`config.mk`:
```
export PLATFORM = sky130hd
export DESIGN_NAME = mem_bus_ctrl_flat
export DESIGN_NICKNAME = d
export VERILOG_FILES = /design/src/rtl/mem_bus_ctrl_pkg.sv /design/src/rtl/mem_bus_ctrl_if.sv /design/src/rtl/mem_bus_ctrl_align.sv /design/src/rtl/mem_bus_ctrl.sv /design/src/flat_wrapper.sv
export SDC_FILE = /design/constraint.sdc
export NUM_CORES = 1
export LEC_CHECK = 0
export CAP_MARGIN = 30
export CORE_ASPECT_RATIO = 0.9
export CORE_UTILIZATION = 33
export DETAILED_ROUTE_END_ITERATION = 16
export DONT_BUFFER_PORTS = 1
export GPL_TIMING_DRIVEN = 1
export PLACE_DENSITY = 0.45
export SLEW_MARGIN = 20
export SYNTH_ARGS = -nofsm -noshare
export SYNTH_HDL_FRONTEND = slang
export SYNTH_SLANG_ARGS = --single-unit
```
`constraint.sdc`:
```
create_clock -name clk -period 2.05 [get_ports clk]
set_input_delay 0.205 -clock clk [delete_from_list [all_inputs] [get_ports clk]]
set_output_delay 0.205 -clock clk [all_outputs]
set_load 0.005 [all_outputs]
```
`src/rtl/mem_bus_ctrl_pkg.sv`:
```
// Shared types and lane helpers for the data-memory bus controller.
// mem_func_e codes are the ones the MEM stage drives on mem_func_i.
package mem_bus_ctrl_pkg;

  typedef enum logic [2:0] {
    MF_BS = 3'd0,
    MF_BU = 3'd1,
    MF_HS = 3'd2,
    MF_HU = 3'd3,
    MF_WD = 3'd4,
    MF_WL = 3'd5,
    MF_WR = 3'd6
  } mem_func_e;

  typedef enum logic [1:0] {
    IDLE = 2'd0,
    REQ  = 2'd1,
    DONE = 2'd2
  } bus_state_e;

  // Byte enables; lane n corresponds to byte address n (little-endian).
  function automatic logic [3:0] lane_be(mem_func_e f, logic [1:0] a);
    case (f)
      MF_BS, MF_BU: lane_be = 4'b0001 << a;
      MF_HS, MF_HU: lane_be = 4'b0011 << {a[1], 1'b0};
      MF_WD:        lane_be = 4'b1111;
      MF_WL:        lane_be = 4'b1111 >> (2'd3 - a);
      MF_WR:        lane_be = 4'b1111 << a;
      default:      lane_be = 4'b0000;
    endcase
  endfunction

  // Store data replicated or shifted so the enabled lanes carry the right bytes.
  function automatic logic [31:0] lane_wdata(mem_func_e f, logic [1:0] a, logic [31:0] d);
    logic [4:0] sh_l_s;
    logic [4:0] sh_r_s;
    sh_l_s = {2'd3 - a, 3'b000};
    sh_r_s = {a, 3'b000};
    case (f)
      MF_BS, MF_BU: lane_wdata = {4{d[7:0]}};
      MF_HS, MF_HU: lane_wdata = {2{d[15:0]}};
      MF_WD:        lane_wdata = d;
      MF_WL:        lane_wdata = d >> sh_l_s;
      MF_WR:        lane_wdata = d << sh_r_s;
      default:      lane_wdata = 32'h0000_0000;
    endcase
  endfunction

  // Extract/extend load data; LWL/LWR merge the unloaded bytes from old Rt.
  function automatic logic [31:0] lane_load(mem_func_e f, logic [1:0] a,
                                            logic [31:0] rdata, logic [31:0] rt);
    logic [31:0] byte_s;
    logic [31:0] half_s;
    logic [4:0]  sh_l_s;
    logic [4:0]  sh_r_s;
    byte_s = rdata >> {a, 3'b000};
    half_s = rdata >> {a[1], 4'b0000};
    sh_l_s = {2'd3 - a, 3'b000};
    sh_r_s = {a, 3'b000};
    case (f)
      MF_BS:   lane_load = {{24{byte_s[7]}}, byte_s[7:0]};
      MF_BU:   lane_load = {24'h00_0000, byte_s[7:0]};
      MF_HS:   lane_load = {{16{half_s[15]}}, half_s[15:0]};
      MF_HU:   lane_load = {16'h0000, half_s[15:0]};
      MF_WD:   lane_load = rdata;
      MF_WL:   lane_load = (rdata << sh_l_s) | (rt & ~(32'hFFFF_FFFF << sh_l_s));
      MF_WR:   lane_load = (rdata >> sh_r_s) | (rt & ~(32'hFFFF_FFFF >> sh_r_s));
      default: lane_load = 32'h0000_0000;
    endcase
  endfunction

endpackage

```
`src/rtl/mem_bus_ctrl_if.sv`:
```
// External data-bus bundle: req/ack handshake plus address/data/enables.
interface mem_bus_ctrl_if;
  logic        mem_req;
  logic        mem_we;
  logic [31:0] mem_addr;
  logic [3:0]  mem_be;
  logic [31:0] mem_wdata;
  logic        mem_ack;
  logic [31:0] mem_rdata;

  modport master (
    output mem_req, mem_we, mem_addr, mem_be, mem_wdata,
    input  mem_ack, mem_rdata
  );

  modport slave (
    input  mem_req, mem_we, mem_addr, mem_be, mem_wdata,
    output mem_ack, mem_rdata
  );
endinterface

```
`src/rtl/mem_bus_ctrl_align.sv`:
```
// Combinational lane logic: byte enables, positioned store data and
// extracted/merged load data for one access.
module mem_bus_ctrl_align
  import mem_bus_ctrl_pkg::*;
(
  input  mem_func_e   func_i,
  input  logic [1:0]  addr_lo_i,
  input  logic [31:0] wdata_i,
  input  logic [31:0] rdata_i,
  input  logic [31:0] rt_i,
  output logic [3:0]  be_o,
  output logic [31:0] wdata_o,
  output logic [31:0] load_o
);

  assign be_o    = lane_be(func_i, addr_lo_i);
  assign wdata_o = lane_wdata(func_i, addr_lo_i, wdata_i);
  assign load_o  = lane_load(func_i, addr_lo_i, rdata_i, rt_i);

endmodule

```
`src/rtl/mem_bus_ctrl.sv`:
```
// Data-memory bus controller behind the MEM stage: runs one req/ack bus
// transaction per load/store, stalls the pipeline meanwhile and returns the
// aligned load result. Optional macro MEM_ALIGN_CHECK_EN rejects misaligned
// half/word accesses with a bus error instead of issuing a bus cycle.
module mem_bus_ctrl
  import mem_bus_ctrl_pkg::*;
#(
  parameter int unsigned MAX_WAIT = 255
) (
  input  logic           clk,
  input  logic           rst,
  input  logic           mem_read_i,
  input  logic           mem_write_i,
  input  logic [2:0]     mem_func_i,
  input  logic [31:0]    addr_i,
  input  logic [31:0]    mem_write_data_i,
  input  logic           write_l_i,
  input  logic           write_r_i,
  input  logic [31:0]    rt_data_i,
  output logic           stall_o,
  output logic [31:0]    load_data_o,
  output logic           load_valid_o,
  output logic           bus_err_o,
  mem_bus_ctrl_if.master bus
);

  localparam logic [15:0] CNT_LAST = 16'(MAX_WAIT - 1);

  bus_state_e  state_q, state_d;
  mem_func_e   func_q, func_d;
  logic [31:0] addr_q, addr_d;
  logic [31:0] wdata_q, wdata_d;
  logic [31:0] rt_q, rt_d;
  logic        is_wr_q, is_wr_d;
  logic [15:0] cnt_q, cnt_d;
  logic        req_q, req_d;
  logic        load_valid_q, load_valid_d;
  logic        bus_err_q, bus_err_d;
  logic [31:0] load_data_q, load_data_d;

  logic        acc_s;
  logic        misalign_s;
  logic        timeout_s;
  mem_func_e   eff_func_s;
  logic [3:0]  be_s;
  logic [31:0] lane_wdata_s;
  logic [31:0] load_s;

  // WriteL/WriteR flags from the MEM stage override the func code.
  assign eff_func_s = write_l_i ? MF_WL : (write_r_i ? MF_WR : mem_func_e'(mem_func_i));
  assign acc_s      = mem_read_i | mem_write_i;
  assign timeout_s  = (cnt_q == CNT_LAST);

`ifdef MEM_ALIGN_CHECK_EN
  assign misalign_s = (((eff_func_s == MF_HS) || (eff_func_s == MF_HU)) && addr_i[0]) ||
                      ((eff_func_s == MF_WD) && (addr_i[1:0] != 2'b00));
`else
  assign misalign_s = 1'b0;
`endif

  mem_bus_ctrl_align u_align (
    .func_i    (func_q),
    .addr_lo_i (addr_q[1:0]),
    .wdata_i   (wdata_q),
    .rdata_i   (bus.mem_rdata),
    .rt_i      (rt_q),
    .be_o      (be_s),
    .wdata_o   (lane_wdata_s),
    .load_o    (load_s)
  );

  // FSM state register.
  always_ff @(posedge clk) begin
    if (rst) begin
      state_q <= IDLE;
    end else begin
      state_q <= state_d;
    end
  end

  // FSM next-state: IDLE -> REQ (or DONE on misalignment) -> DONE -> IDLE.
  always_comb begin
    state_d = state_q;
    case (state_q)
      IDLE: begin
        if (acc_s) begin
          state_d = misalign_s ? DONE : REQ;
        end else begin
          state_d = IDLE;
        end
      end
      REQ: begin
        if (bus.mem_ack || timeout_s) begin
          state_d = DONE;
        end else begin
          state_d = REQ;
        end
      end
      DONE:    state_d = IDLE;
      default: state_d = IDLE;
    endcase
  end

  // Next values for captured request fields, wait counter and outputs.
  always_comb begin
    func_d       = func_q;
    addr_d       = addr_q;
    wdata_d      = wdata_q;
    rt_d         = rt_q;
    is_wr_d      = is_wr_q;
    cnt_d        = cnt_q;
    req_d        = 1'b0;
    load_valid_d = 1'b0;
    bus_err_d    = 1'b0;
    load_data_d  = load_data_q;
    case (state_q)
      IDLE: begin
        if (acc_s) begin
          func_d  = eff_func_s;
          addr_d  = addr_i;
          wdata_d = mem_write_data_i;
          rt_d    = rt_data_i;
          is_wr_d = mem_write_i;
          cnt_d   = 16'd0;
          if (misalign_s) begin
            bus_err_d   = 1'b1;
            load_data_d = 32'h0000_0000;
          end else begin
            req_d = 1'b1;
          end
        end else begin
          cnt_d = cnt_q;
        end
      end
      REQ: begin
        if (bus.mem_ack) begin
          load_valid_d = ~is_wr_q;
          load_data_d  = is_wr_q ? load_data_q : load_s;
        end else if (timeout_s) begin
          bus_err_d   = 1'b1;
          load_data_d = 32'h0000_0000;
        end else begin
          req_d = 1'b1;
          cnt_d = 16'(cnt_q + 16'd1);
        end
      end
      DONE:    cnt_d = cnt_q;
      default: cnt_d = 16'd0;
    endcase
  end

  // Request-field, counter and output registers.
  always_ff @(posedge clk) begin
    if (rst) begin
      func_q       <= MF_BS;
      addr_q       <= 32'h0000_0000;
      wdata_q      <= 32'h0000_0000;
      rt_q         <= 32'h0000_0000;
      is_wr_q      <= 1'b0;
      cnt_q        <= 16'd0;
      req_q        <= 1'b0;
      load_valid_q <= 1'b0;
      bus_err_q    <= 1'b0;
      load_data_q  <= 32'h0000_0000;
    end else begin
      func_q       <= func_d;
      addr_q       <= addr_d;
      wdata_q      <= wdata_d;
      rt_q         <= rt_d;
      is_wr_q      <= is_wr_d;
      cnt_q        <= cnt_d;
      req_q        <= req_d;
      load_valid_q <= load_valid_d;
      bus_err_q    <= bus_err_d;
      load_data_q  <= load_data_d;
    end
  end

  // Bus fields are driven only while the request is up, zero otherwise.
  assign bus.mem_req   = req_q;
  assign bus.mem_we    = req_q & is_wr_q;
  assign bus.mem_addr  = req_q ? {addr_q[31:2], 2'b00} : 32'h0000_0000;
  assign bus.mem_be    = req_q ? be_s : 4'b0000;
  assign bus.mem_wdata = req_q ? lane_wdata_s : 32'h0000_0000;

  // Stall drops in DONE so the pipeline advances on the completing cycle.
  assign stall_o      = (state_q == REQ) | ((state_q == IDLE) & acc_s);
  assign load_data_o  = load_data_q;
  assign load_valid_o = load_valid_q;
  assign bus_err_o    = bus_err_q;

endmodule

```
`src/flat_wrapper.sv`:
```
// flat-port wrapper written by rule: the top's interface ports become plain ports
module mem_bus_ctrl_flat import mem_bus_ctrl_pkg::*;
#(
  parameter int unsigned MAX_WAIT = 255
)
  (clk, rst, mem_read_i, mem_write_i, mem_func_i, addr_i, mem_write_data_i, write_l_i, write_r_i, rt_data_i, stall_o, load_data_o, load_valid_o, bus_err_o, bus_mem_req, bus_mem_we, bus_mem_addr, bus_mem_be, bus_mem_wdata, bus_mem_ack, bus_mem_rdata);
  mem_bus_ctrl_if bus_i ();
  input  logic clk;
  input  logic rst;
  input  logic mem_read_i;
  input  logic mem_write_i;
  input  logic [2:0] mem_func_i;
  input  logic [31:0] addr_i;
  input  logic [31:0] mem_write_data_i;
  input  logic write_l_i;
  input  logic write_r_i;
  input  logic [31:0] rt_data_i;
  output logic stall_o;
  output logic [31:0] load_data_o;
  output logic load_valid_o;
  output logic bus_err_o;
  output wire logic [$bits(bus_i.mem_req)-1:0] bus_mem_req;
  output wire logic [$bits(bus_i.mem_we)-1:0] bus_mem_we;
  output wire logic [$bits(bus_i.mem_addr)-1:0] bus_mem_addr;
  output wire logic [$bits(bus_i.mem_be)-1:0] bus_mem_be;
  output wire logic [$bits(bus_i.mem_wdata)-1:0] bus_mem_wdata;
  input wire logic [$bits(bus_i.mem_ack)-1:0] bus_mem_ack;
  input wire logic [$bits(bus_i.mem_rdata)-1:0] bus_mem_rdata;
  assign bus_mem_req = bus_i.mem_req;
  assign bus_mem_we = bus_i.mem_we;
  assign bus_mem_addr = bus_i.mem_addr;
  assign bus_mem_be = bus_i.mem_be;
  assign bus_mem_wdata = bus_i.mem_wdata;
  assign bus_i.mem_ack = bus_mem_ack;
  assign bus_i.mem_rdata = bus_mem_rdata;
  mem_bus_ctrl #(.MAX_WAIT(MAX_WAIT)) u_core (.clk(clk), .rst(rst), .mem_read_i(mem_read_i), .mem_write_i(mem_write_i), .mem_func_i(mem_func_i), .addr_i(addr_i), .mem_write_data_i(mem_write_data_i), .write_l_i(write_l_i), .write_r_i(write_r_i), .rt_data_i(rt_data_i), .stall_o(stall_o), .load_data_o(load_data_o), .load_valid_o(load_valid_o), .bus_err_o(bus_err_o), .bus(bus_i));
endmodule
```
==> key figures, run 1 <==
Status
  – Violated checks: negative hold slack, negative setup slack
  – Status: finished with violations

Synth
  – Seq/Total Area, Yosys: a little over a third
  – Cell with the most instances after synthesis: nand2_1
  – Yosys top cell area share: a little over a third
  – Area leader, netlist: dfxtp_1
  – Cells after Synth: roughly 1100
  – EDFF count, synth: 0
  – Asr flop ratio synth: 0%
  – Seq cells post-synth: between 150 and 200
  – Distinct cells, synth: 68
  – Mean Syn Cell Area: between 7 and 8 sq um
  – Synth area leaders: dfxtp_1, nand2_1, a21oi_1
  – Syn Std Cell Area: 0.00868 sq mm
  – Ys Warns: 0
  – Top FF cell, synth: dfxtp_1
  – Commonest cells post-synth: nand2_1, dfxtp_1, a21oi_1, nor2_1, clkbuf_1

Timing
  – Clock skew: between 10 and 15 ps
  – Max-slew violation count: 0
  – Slew margin rel.: around 62%
  – Final setup margin: -197 ps
  – Peak Freq: approximately 0.45 GHz
  – WHS: -163 ps
  – Setup violators final: 38
  – Final hold viol count: approximately 100
  – RSZ-0062 raised after global routing: yes
  – Worst-margin pin slew: 570 ps
  – Final min period: approximately 2200 ps
  – Period utilization: 110%

Floorplanning
  – # rows: 55
  – Die H: ~160 um
  – Die Wd: 173 um
  – Effective utilization at floorplan: 34.1%
  – IO Pins: 243
  – Die area: approximately 0.027 sq mm
  – Core footprint: ~0.025 sq mm

Job
  – Max-cap violation count: 0

CTS
  – CTS Buf Count: 17
  – CTS tree: done
  – Clk sinks: 152
  – Worst-Skew Late Latency: about 430 ps
  – CTS clk-pin slew, worst paths: approximately 70 ps
  – Max clock buf depth: 2
  – Htree depth: 4
  – Root Driver: clkbuf_16

Pwr
  – Clock Power Share: 36.5%
  – Sequential group share of total power: 37.8%
  – Sw Ratio: 32.8%
  – Power per standard cell area: between 700 and 800 mW/mm^2
  – Total power: about 8.9 mW
  – Leak: between 4 and 5 nW
  – VDD IR max: between 0.0005 and 0.0006 V
  – Combinational power share: between 20% and 30%
  – Internal Dissipation: between 5 and 6 mW
  – Net switching power: ~2.9 mW

Setup path
  – Critical path fanouts, max: 7
  – CP Launch Type: flop
  – Crit-path cells: buf_8 > buf_8 > buf_12 > mux2i_2 > a21oi_2 > a222oi_1 > nor2_1
  – Crit-path slowest cell: dfxtp_4
  – CP Data Required Time: 1850 ps
  – Cell with the most instances on the worst path: buf_8
  – Top delay family on crit path: compound AO/OA/AOI/OAI gates
  – Max incr delay on CP: about 400 ps
  – Bufs and invs on worst path: 3
  – WS Path Type: reg -> out
  – Crit end category: output pin
  – CP arrival: roughly 2000 ps

GRT
  – Grt total ovfl: 0
  – Initial antenna violation count: 5
  – Vias in the first global route: between 8000 and 9000
  – First-pass GRT wire length: slightly above 50 mm
  – GR Util All Layers: about a quarter
  – Largest net degree at the start of global routing: ~110

Final layout
  – Final net count: approximately 1300
  – Area grow syn2layout: 31.1%
  – FF/Latch Area: just over 0.003 sq mm
  – Multi-input logic area: approximately 0.0057 sq mm
  – Layout cells sized above 1: between 20% and 30%
  – Filler cell count: 2542

Route
  – DRC violations left: 0
  – Met2 Wirelength: between 10 and 15 mm
  – Metal-1 WL: between 15 and 20 mm
  – Vias: roughly 8800
  – Final wirelength: approximately 34 mm
  – Post-route ant nets: 0
  – First-pass DRT Iterations: 9
  – DR WL/cell: approximately 22 um
  – Routed vias/inst: 5.61
  – Met3 wire length: approximately 3.1 mm
  – Starting DRC count in detailed routing: around 700
  – Highest Signal Layer: met5

Place
  – RD Place Congestion: roughly 0.9
  – PortBufs: 0
  – Pre-CTS WS: -29.7 ps
  – DP HPWL: roughly 24 mm

Hold path
  – Worst Hold Class: in -> reg
worst paths after layout:
| path | from | endpoint | slack (ps) | cells after the start |
|---|---|---|---|---|
| setup / recovery | u_core.addr_q[1] | bus_mem_wdata[30] | -200 | 7 |
| hold / removal | rst | u_core.addr_q[14] | -160 | 1 |
| setup reg to reg | u_core.addr_q[1] | u_core.load_data_o[23] | -170 | 9 |
| hold reg to reg | u_core.addr_q[23] | u_core.addr_q[23] | 450 | 2 |
cell usage in the layout, fill, tap and decap left out, types with 10 or more instances in the layout:
master / count
a21oi_2: 16
nand2_1: 253
mux2_2: 22
a222oi_1: 24
o21ai_0: 31
buf_4: 102
a211oi_2: 15
buf_6: 23
nand2_2: 11
dfxtp_1: 147
clkbuf_16: 18
a211oi_1: 13
a21oi_1: 120
o21ai_1: 14
mux2i_1: 39
nor2b_1: 10
buf_12: 16
and2_1: 37
a22oi_1: 10
a22o_1: 24
nand3_1: 11
nor2_1: 50
nor3_1: 15
layout make-up:
class,instances,share of cell area (%)
Multi-Input combinational cell,870,50.3
Sequential cell,152,26.9
Timing Repair Buffer,152,13.4
Clock buffer,18,3.86
Tap cell,342,3.76
Clock inverter,14,1.33
Inverter,10,0.396
Antenna cell,2,0.0440
worst register-to-register path, delay by kind of cell, from the launching register on:
| kind | cells | cell delay (ps) |
|---|---|---|
| compound gates | 2 | 470 |
| simple gates | 1 | 160 |
| buf+inv | 4 | 530 |
| mux | 2 | 580 |
| flops | 1 | 380 |
stage by stage:
| step | area [sq um] | instances | utilization, % | TNS [ps] |
|---|---|---|---|---|
| global route | 11400 | 1558 | 44.7 | -6370 |
| detailed placement | 9520 | 1469 | 37.4 | -63.2 |
| global placement | 9520 | 1469 | 37.4 | -116 |
| finish | 11400 | 1560 | 44.7 | -3290 |
| CTS | 10800 | 1536 | 42.3 | -3600 |
| floorplan | 8680 | 1124 | - | 0 |
timing repair:
item	4_1_cts	5_1_grt
gates resized for setup	77	102
endpoints found under the setup margin	39	62
setup buffers	30	19
hold endpoints to repair	106	104
pin swaps	39	54
hold buffers	2	2
cloned	4	2
per-layer routing:
layer | vias up | global-route usage [%]
met5 | - | 0
met1 | 4151 | 33.3
met3 | 38 | 8.19
met4 | 2 | 5.82
li1 | 4218 | -
met2 | 349 | 36.4
registers in the layout, summed over array words and instances (netlist names):
| signal | cells |
|---|---|
| u_core.bus_err_o | 1 |
| u_core.is_wr_q | 1 |
| u_core.load_valid_o | 1 |
| u_core.state_q | 2 |
| u_core.addr_q | 32 |
| u_core.cnt_q | 16 |
| u_core.load_data_o | 32 |
| u_core.rt_q | 32 |
| u_core.wdata_q | 32 |
| u_core.func_q | 3 |
logic make-up after synthesis:
group                      share of synthesized area, %
AOI/OAI and AO/OA                                  26.0
xor gates and xnor gates                          0.706
adders and majority gates                         0.288
buffers and inverters                              5.69
DFF                                                35.1
muxes                                              8.53
other                                            0.0432
and+or+nand+nor                                    23.7
power by group through the flow:
stage                     Combinational (mW)  Clock, mW  Sequential [mW]
after floorplan                         1.20          0             3.33
after global placement                  1.76          0             3.40
after detailed placement                1.77          0             3.40
after CTS                               2.02       3.33             3.34
after global routing                    2.46       3.45             3.38
final                                   2.28       3.24             3.36
No activity file was read; power rests on OpenSTA's default activity.
==> run 2, diff against run 1 <==
--- a/config.mk
+++ b/config.mk
@@ -6,12 +6,14 @@
 export NUM_CORES = 1
 export LEC_CHECK = 0
 export CAP_MARGIN = 30
+export CELL_PAD_IN_SITES_DETAIL_PLACEMENT = 0
+export CELL_PAD_IN_SITES_GLOBAL_PLACEMENT = 1
 export CORE_ASPECT_RATIO = 0.9
 export CORE_UTILIZATION = 33
 export DETAILED_ROUTE_END_ITERATION = 16
 export DONT_BUFFER_PORTS = 1
 export GPL_TIMING_DRIVEN = 1
-export PLACE_DENSITY = 0.45
+export PLACE_DENSITY = 0.59
 export SLEW_MARGIN = 20
 export SYNTH_ARGS = -nofsm -noshare
 export SYNTH_HDL_FRONTEND = slang
==> key figures, run 2 (synthesis gave the netlist of run 1 again) <==
Status
  – Status: finished with violations
  – Violated checks: negative hold slack, negative setup slack

Timing
  – WHS: -161 ps (+1.80 ps)
  – Final hold viol count: 99 (-2.9%)
  – TNS Setup: -2260 ps (+1030 ps)
  – Slew margin rel.: 48.9% (-13 points)
  – Clock skew: 12.4 ps (+1.02 ps)
  – Setup violators final: 27 (-29%)
  – Worst-margin pin slew: 764 ps (+194 ps)
  – Max-slew violation count: 0 (unchanged)
  – Final min period: 2220 ps (-31.4 ps)
  – Period utilization: 108% (-1.5 points)
  – Final setup margin: -166 ps (+31.4 ps)
  – RSZ-0062 raised after global routing: yes
  – Peak Freq: 0.451 GHz (+1.4%)

Route
  – DR WL/cell: 21.1 um (-2.4%)
  – Routed vias/inst: 5.61 (-0.16%)
  – Post-route ant nets: 0 (unchanged)
  – DRC violations left: 0 (unchanged)
  – First-pass DRT Iterations: 9 (unchanged)
  – Final wirelength: 32.8 mm (-2.9%)
  – Starting DRC count in detailed routing: 678 (-5.8%)
  – Vias: 8699 (-0.67%)

Setup path
  – Reg2reg setup slack: -100 ps (+70 ps)
  – Reg2reg end: u_core.load_data_o[22]
  – CP Launch Type: flop
  – CP Data Required Time: 1850 ps (about the same)
  – Worst reg2reg path depth: 7 (-2)
  – Critical path fanouts, max: 8 (+1)
  – Crit end category: output pin
  – CP arrival: 2010 ps (-30 ps)
  – WS Path Type: reg -> out
  – FF-to-FF Start: u_core.addr_q[1]

GRT
  – Grt total ovfl: 0 (unchanged)
  – Largest net degree at the start of global routing: 111 (unchanged)
  – Initial antenna violation count: 0 (-5)
  – Vias in the first global route: 8370 (-0.35%)
  – First-pass GRT wire length: 49.8 mm (-1.2%)
  – GR Util All Layers: 23.8% (-0.46 points)

Final layout
  – Area grow syn2layout: 28.3%
  – Most frequent cells in the layout: nand2_1, dfxtp_1, a21oi_1
  – Commonest non-fill, non-tap cell in the layout: nand2_1
  – Final Non-Filler Cells: 1552 (-0.51%)
  – Final net count: 1337 (-0.45%)
  – # diodes: 0 (-2)
  – Filler cell count: 2593 (+2.0%)
  – Layout cells sized above 1: 22.7% (-3.6 points)

CTS
  – Root Driver: clkbuf_16
  – CTS clk-pin slew, worst paths: 70 ps (about the same)
  – Htree depth: 4 (unchanged)
  – Clk sinks: 152 (unchanged)
  – CTS tree: done
  – Worst-Skew Late Latency: 430 ps (about the same)
  – Max clock buf depth: 2 (unchanged)
  – CTS Buf Count: 17 (unchanged)

Hold path
  – Worst Hold Class: in -> reg
  – WHS Endpoint: u_core.addr_q[4]
  – Min-delay src: rst
  – Hold Path Stages: 1 (unchanged)

Floorplanning
  – IO Pins: 243 (unchanged)
  – Die H: 156 um (unchanged)
  – Effective utilization at floorplan: 34.1% (unchanged)
  – Die area: 0.0270 sq mm (unchanged)
  – Die Wd: 173 um (unchanged)
  – Core footprint: 0.0255 sq mm (unchanged)
  – # rows: 55 (unchanged)

Place
  – PortBufs: 0 (unchanged)
  – Placed Cells: 1447 (-1.5%)
  – DP HPWL: 22.7 mm (-3.5%)
  – RD Place Congestion: 0.897 (-3.0%)

Job
  – Max-cap violation count: 0 (unchanged)

Pwr
  – Leak: 4.12 nW (-2.4%)
  – Combinational power share: 24.8% (-0.9 points)
  – Sw Ratio: 32.8% (+0.073 points)
  – VDD IR max: 0.000570 V (+2.3%)
  – Sequential group share of total power: 39.3% (+1.5 points)
  – Internal Dissipation: 5.74 mW (-3.7%)
  – Power per standard cell area: 768 mW/mm^2 (-1.6%)
  – Net switching power: 2.81 mW (-3.4%)
  – Clock Power Share: 35.8% (-0.7 points)
## run 2: cell count changes in the layout (fill, tap and decap cells not counted), moves of 7 or more
cell,previous run,this run
dlygate4sd3_1,4,22
a211oi_1,13,23
buf_4,102,86
buf_6,23,16
a211oi_2,15,5
## run 2: worst max-delay path by stage
stage	startpoint	endpoint	slack, ps	depth (start not counted)
4_1_cts	u_core.func_q[1]	bus_mem_wdata[12]	-140	6
2_1_floorplan	u_core.cnt_q[0]	u_core.cnt_q[5]	220	8
6_report	u_core.addr_q[0]	bus_mem_wdata[14]	-170	6
3_5_place_dp	u_core.func_q[1]	u_core.load_data_o[16]	-30	6
3_3_place_gp	u_core.func_q[1]	u_core.load_data_o[17]	7	6
5_1_grt	u_core.addr_q[1]	bus_mem_wdata[24]	-240	5
## run 2: metal layers
metal | track usage [%] | vias to the layer above | share of wire (%)
met3 | 6.19 | 44 | 7.3
li1 | - | 4204 | -
met2 | 36.6 | 321 | 44
met1 | 32.5 | 4130 | 47
met5 | 0 | - | 0
met4 | 7.46 | 0 | 1.9
## run 2: power by group through the flow
stage	sequential [mW]	combinational (mW)	clock, mW
2_1_floorplan	3.33	1.20	0
3_3_place_gp	3.41	1.72	0
3_5_place_dp	3.41	1.73	0
4_1_cts	3.35	1.96	3.17
5_1_grt	3.38	2.30	3.29
6_report	3.36	2.12	3.06
## run 2: timing repair
action	in CTS	in global routing
gates resized for setup	67	53
buffers inserted	33	15
hold endpoints to repair	110	103
pin swaps	31	26
cloned	3	2
hold buffers	7	15
setup endpoints to repair	36	57
## run 2: critical path, stage by stage, from the launching register on
cell,delay [ps]
dfxtp_4,370
buf_4,110
o21ai_2,60
and2_4,160
or2_4,280
a222oi_1,460
nor2_1,140
## run 2: through the flow
step | setup WS (ps) | area (sq um) | utilization [%] | total power [mW]
floorplan | 224 | 8680 | - | 4.53
global placement | 6.62 | 9390 | 36.9 | 5.13
detailed placement | -31.0 | 9390 | 36.9 | 5.14
CTS | -137 | 10600 | 41.7 | 8.47
global route | -243 | 11100 | 43.7 | 8.97
finish | -166 | 11100 | 43.7 | 8.55
## run 2: area by class of cell
| class | count | area [sq um] | share of cell area (%) |
|---|---|---|---|
| Clock buffer | 18 | 429 | 3.85 |
| Timing Repair Buffer | 147 | 1540 | 13.9 |
| Tap cell | 342 | 428 | 3.84 |
| Inverter | 10 | 46.3 | 0.416 |
| Clock inverter | 14 | 134 | 1.20 |
| Sequential cell | 152 | 3060 | 27.5 |
| Multi-Input combinational cell | 869 | 5500 | 49.3 |
